===== src/rtl/commit_recovery_ctrl.sv =====
// rtl/commit_recovery_ctrl.sv - ROB-head retirement sequencer with RAT-copy recovery
module commit_recovery_ctrl #(
    parameter int ARCH_LOG2  = 5,
    parameter int PREG_WIDTH = 6,
    parameter int CNT_WIDTH  = 32
) (
    input  logic                  CLK,
    input  logic                  RESET,
    input  logic                  FREEZE,
    input  logic                  head_valid_IN,
    input  logic                  head_fin_IN,
    input  logic                  head_exc_IN,
    input  logic                  head_wr_IN,
    input  logic [ARCH_LOG2-1:0]  head_arch_IN,
    input  logic [PREG_WIDTH-1:0] head_preg_IN,
    input  logic                  fl_full_IN,
    output logic                  rob_pop_OUT,
    output logic                  fl_push_OUT,
    output logic [PREG_WIDTH-1:0] fl_data_OUT,
    output logic                  flush_OUT,
    output logic                  copy_we_OUT,
    output logic [ARCH_LOG2-1:0]  copy_idx_OUT,
    output logic [PREG_WIDTH-1:0] copy_data_OUT,
    output logic                  busy_OUT,
    output logic                  recov_done_OUT,
    output logic [CNT_WIDTH-1:0]  retired_cnt_OUT
);

    localparam int N = 1 << ARCH_LOG2;
    localparam logic [ARCH_LOG2-1:0] IDX_LAST = {ARCH_LOG2{1'b1}};
    localparam logic [ARCH_LOG2-1:0] IDX_ONE  = ARCH_LOG2'(1);
    localparam logic [CNT_WIDTH-1:0] CNT_ONE  = CNT_WIDTH'(1);

    typedef enum logic [1:0] {
        ST_IDLE  = 2'd0,
        ST_FLUSH = 2'd1,
        ST_COPY  = 2'd2
    } state_t;

    state_t                r_state;
    logic [PREG_WIDTH-1:0] r_ret_rat [N];
    logic [ARCH_LOG2-1:0]  r_idx;
    logic [CNT_WIDTH-1:0]  r_cnt;
    logic                  r_flush;
    logic                  r_busy;
    logic                  r_copy_we;
    logic                  r_done;

    logic w_idle;
    logic w_ready;
    logic w_frees;
    logic w_commit;
    logic w_exc;

    // Arch reg 0 is hardwired: writing it neither remaps nor frees a tag.
    assign w_idle   = RESET && !FREEZE && (r_state == ST_IDLE);
    assign w_ready  = head_valid_IN && head_fin_IN;
    assign w_frees  = head_wr_IN && (head_arch_IN != '0);
    assign w_commit = w_idle && w_ready && !head_exc_IN && !(w_frees && fl_full_IN);
    assign w_exc    = w_idle && w_ready && head_exc_IN;

    assign rob_pop_OUT     = w_commit;
    assign fl_push_OUT     = w_commit && w_frees;
    assign fl_data_OUT     = r_ret_rat[head_arch_IN];
    assign flush_OUT       = r_flush;
    assign copy_we_OUT     = r_copy_we && !FREEZE;
    assign copy_idx_OUT    = r_idx;
    assign copy_data_OUT   = r_ret_rat[r_idx];
    assign busy_OUT        = r_busy;
    assign recov_done_OUT  = r_done;
    assign retired_cnt_OUT = r_cnt;

    // Retirement/recovery FSM: retires in IDLE, flushes one cycle, then walks the retRAT.
    always_ff @(posedge CLK) begin
        if (!RESET) begin
            r_state   <= ST_IDLE;
            r_idx     <= '0;
            r_cnt     <= '0;
            r_flush   <= 1'b0;
            r_busy    <= 1'b0;
            r_copy_we <= 1'b0;
            r_done    <= 1'b0;
            for (int i = 0; i < N; i++) begin
                r_ret_rat[i] <= PREG_WIDTH'(i);
            end
        end else if (!FREEZE) begin
            case (r_state)
                ST_IDLE: begin
                    if (w_commit) begin
                        r_cnt <= r_cnt + CNT_ONE;
                        if (w_frees) begin
                            r_ret_rat[head_arch_IN] <= head_preg_IN;
                        end
                    end else if (w_exc) begin
                        r_state <= ST_FLUSH;
                        r_flush <= 1'b1;
                        r_busy  <= 1'b1;
                    end
                end
                ST_FLUSH: begin
                    r_state   <= ST_COPY;
                    r_idx     <= '0;
                    r_flush   <= 1'b0;
                    r_copy_we <= 1'b1;
                    r_done    <= (IDX_LAST == '0);
                end
                ST_COPY: begin
                    if (r_idx == IDX_LAST) begin
                        r_state   <= ST_IDLE;
                        r_idx     <= '0;
                        r_busy    <= 1'b0;
                        r_copy_we <= 1'b0;
                        r_done    <= 1'b0;
                    end else begin
                        r_idx  <= r_idx + IDX_ONE;
                        r_done <= ((r_idx + IDX_ONE) == IDX_LAST);
                    end
                end
                default: begin
                    r_state   <= ST_IDLE;
                    r_flush   <= 1'b0;
                    r_busy    <= 1'b0;
                    r_copy_we <= 1'b0;
                    r_done    <= 1'b0;
                end
            endcase
        end
    end

endmodule


===== config.mk =====
export PLATFORM = sky130hd
export DESIGN_NAME = commit_recovery_ctrl
export DESIGN_NICKNAME = d
export VERILOG_FILES = /design/src/rtl/commit_recovery_ctrl.sv
export SDC_FILE = /design/constraint.sdc
export NUM_CORES = 1
export LEC_CHECK = 0
export ABC_AREA = 1
export CORE_ASPECT_RATIO = 0.9
export CORE_MARGIN = 4
export CORE_UTILIZATION = 45
export CTS_CLUSTER_DIAMETER = 60
export CTS_CLUSTER_SIZE = 24
export DETAILED_ROUTE_END_ITERATION = 12
export GPL_TIMING_DRIVEN = 0
export PLACE_DENSITY_LB_ADDON = 0.15
export SYNTH_ARGS = -nofsm -noshare
export SYNTH_HDL_FRONTEND = slang
export SYNTH_SLANG_ARGS = --single-unit

===== constraint.sdc =====
create_clock -name CLK -period 4.6 [get_ports CLK]
set_input_delay 1.15 -clock CLK [delete_from_list [all_inputs] [get_ports CLK]]
set_output_delay 1.15 -clock CLK [all_outputs]
set_load 0.05 [all_outputs]

==> results of run 1 <==
[synth_stat cells, drive strengths merged]
cell / number / share of area
nand2: 587 / 0.16
edfxtp: 192 / 0.43
nand3: 173 / 0.069
nor2: 130 / 0.038
nor3: 104 / 0.057
a22oi: 96 / 0.054
clkbuf: 62 / 0.017
inv: 57 / 0.017
buf: 52 / 0.022
dfxtp: 48 / 0.072
a21oi: 39 / 0.015
o21ai: 36 / 0.013
nand4: 13 / 0.0070
xor2: 11 / 0.0072
ha: 8 / 0.0075
o21a: 6 / 0.0034
xnor2: 3 / 0.0020
clkinv: 2 / 0.00065
nand3b: 2 / 0.0011
nor3b: 2 / 0.0011
a2bb2oi: 1 / 0.00065
conb: 1 / 0.00028
nor4b: 1 / 0.00065
o21bai: 1 / 0.00056
[path summary, 6_finish.rpt]
kind | startpoint | end | slack [ns]
worst max-delay path | head_arch_IN[1] | fl_data_OUT[4] | 0.002
worst min-delay path | busy_OUT | busy_OUT | 0.46
worst max register to register | r_state[0] | r_ret_rat[1][3] | 1.40
worst min register to register | busy_OUT | busy_OUT | 0.46
[repair_timing]
item                       in CTS  in global routing
pin swaps                       1                  0
setup endpoints to repair      14                 10
cloned                          0                  0
resized for setup              75                 24
setup buffers                   3                  0
[layout by cell type (no fill, tap or decap), drive strengths merged, types with 3 or more instances in the layout]
cell type,synthesis,final
xnor2,3,3
dlygate4sd2,0,6
clkinv,2,7
nand2,587,587
dlymetal6s2s,0,3
nand3,173,173
nand4,13,13
ha,8,8
nor2,130,130
inv,57,64
dfxtp,48,48
a22oi,96,96
edfxtp,192,192
clkbuf,62,92
o21a,6,6
xor2,11,11
clkdlybuf4s50,0,56
nor3,104,104
o21ai,36,36
conb,1,6
buf,52,58
a21oi,39,39
[sequential cells by signal, summed over array words and instances, names as in the netlist, named ones only]
name             count
r_ret_rat          192
retired_cnt_OUT     32
copy_idx_OUT         5
r_state              2
busy_OUT             1
flush_OUT            1
r_copy_we            1
recov_done_OUT       1
[critical path, stage by stage]
cell             delay [ns]
clkdlybuf4s50_1        0.58
inv_1                  0.11
nor2_4                 0.28
buf_2                  0.37
a22oi_1                0.15
nand2_1                0.14
nand2_1                0.10
nand2_1                0.10
nor2_1                 0.04
nand2_1                0.12
buf_2                  0.29
[routing by layer]
layer / track usage / part of all wire / wire length [µm] / up-vias
li1: - / - / - / 5762
met1: 0.479 / 0.42 / 22600 / 6019
met2: 0.465 / 0.41 / 22300 / 850
met3: 0.0802 / 0.13 / 7170 / 133
met4: 0.129 / 0.042 / 2260 / 0
met5: 0 / 0 / 0 / -
[power groups by stage]
stage          logic [mW]  registers (mW)  clock network [mW]
2_1_floorplan       0.319            2.46                   0
3_3_place_gp        0.544            2.45                   0
3_5_place_dp        0.547            2.46                   0
4_1_cts             0.546            2.41                2.02
5_1_grt             0.593            2.41                2.11
6_report            0.566            2.41                2.02
[kinds of logic (layout without fill, tap and decap cells)]
group / after synthesis / count (layout)
simple gates: 1012 / 1012
flops: 240 / 240
compound gates: 179 / 179
buf+inv: 173 / 288
xor+xnor: 14 / 14
fa+ha+maj: 8 / 8
other cells: 1 / 6
[metrics by stage]
step           hold WS, ns   util  setup WS (ns)
6_report             0.464  0.531        0.00239
4_1_cts              0.465  0.531        0.00138
2_1_floorplan        0.432      -           1.07
3_3_place_gp         0.444  0.502         -0.867
3_5_place_dp         0.449  0.502         -0.853
5_1_grt              0.505  0.531        0.00286
[final cells by class]
type                       count  area [µm²]
buffer                       113         588
tap                          396         495
fill                        2745       13700
inverter                      59         233
sequential                   240        6730
timing repair buffer          76         736
multi-input combinational   1219        5930
clock buffer                  28         616
clock inverter                12         170
==> out/qor.csv, run 1 <==
stage,metric,value,unit
floorplanning,Die Area,0.0326,mm²
place,dpl cells,2101,
place,dpl hpwl,39500,µm
yosys,Post-Synth Adder-Cell Area,0.00747,
routing,via/cell ratio,5.96,
power_and_ir_drop,Leak,5.44,nW
routing,Routed wire per std cell,25.3,µm
clock_tree,CTS tree,yes,
floorplanning,I/O pin total,74,
routing,via count,12764,
global_route,all-layer global routing usage,0.326,
global_route,grt ovf,0,
floorplanning,DIE WIDTH,190,µm
timing,final period utilization,0.999,
power_and_ir_drop,"Power, Total",5.00,mW
power_and_ir_drop,PwrDens,322,mW/mm²
final_layout,layout cells sized above 1,0.106,
routing,Routed WL,54300,µm
final_layout,ant diodes,0,
yosys,Synth cell types,39,
floorplanning,core area,0.0292,mm²
place,dpl cell area,0.0146,mm²
timing,Final min period,4.60,ns
power_and_ir_drop,VDD IR-drop max,0.000237,V
critical_path,worst endpoint required time,3.45,ns
clock_tree,clock sinks,240,
power_and_ir_drop,switch share,0.291,
critical_path,type of destination of the critical path,output pin,
final_layout,fin nets,1758,
clock_tree,clk_lat worst skew,0.55,ns
timing,Slew headroom,0.210,
floorplanning,number of core rows,59,
place,Final Wtd Congestion,1.06,
timing,Max Slew Vio Count,0,
routing,Antenna Nets Post-Route,0,
final_layout,area grow syn2layout,15.7,%
yosys,mux cell area share after synthesis,0,
critical_path,startpoint type of the worst setup path,input port,
power_and_ir_drop,Clk pwr share,0.405,
yosys,"FF+latch count, synth",240,
timing,Final Hold Fails,0,
routing,first drt pass iteration count,6,
min_path,hold depth,2,
floorplanning,Initial Util,0.459,
clock_tree,clk slew on worst S/H paths,0.09,ns
floorplanning,chip height,172,µm
yosys,Synth Area in Compound Gates,0.0864,
clock_tree,Inserted Clock Buffers,22,
timing,FMAX,218,MHz
final_layout,post-route design area,0.0155,mm²
yosys,Syn Area/Cell,8.23,µm²
power_and_ir_drop,internal power,3.54,mW
timing,setup TNS,0,ns
yosys,Synth Cell Area,0.0134,mm²
yosys,main combinational cell family by area after synthesis,simple AND/OR/NAND/NOR gates,
routing,DRC,0,
timing,final setup vio count,0,
critical_path,Critical Path AT,3.45,ns
clock_tree,H-tree Lvls,1,
critical_path,worst r2r path cells,9,
clock_tree,Max clock buf depth,3,
run,maxcap violations,0,
final_layout,"non-filler cells, final",2143,
global_route,largest net degree at the start of global routing,25,
place,Port Buf Inserts,73,
global_route,first-pass GRT wire length,78200,µm
power_and_ir_drop,sequential share of power,0.482,
yosys,Ys Warns,0,
yosys,Post-Synth XOR/XNOR Area,0.00916,
timing,RSZ-0062 raised after global routing,false,
min_path,Hold Crit Class,flop to flop,
timing,Clock Skew,0.0382,ns
run_status,outcome,finished clean,
global_route,antenna violations before repair,0,
yosys,simple-gate share of the synthesized area,0.337,
clock_tree,hold bufs inserted after CTS,0,
power_and_ir_drop,switching pwr,1.46,mW
global_route,vias in the first global route,11987,
critical_path,Setup CP Type,input port to output pin,
yosys,Mapped Cells,1627,
power_and_ir_drop,share of total power in combinational logic,0.113,
clock_tree,root cell of the clock tree,clkbuf_16,
timing,worst slew pin tran,1.18,ns
critical_path,crit path max fanout,10,
yosys,sequential element share of the synthesized area,0.502,
routing,initial detailed-routing violation count,2026,
No activity file was read; power rests on OpenSTA's default activity.
==> inputs of run 2 (changes only) <==
- SLEW_MARGIN: default -> 15
==> results of run 2 <==
The final DEF is identical to that of run 1; final timing and power are the same.
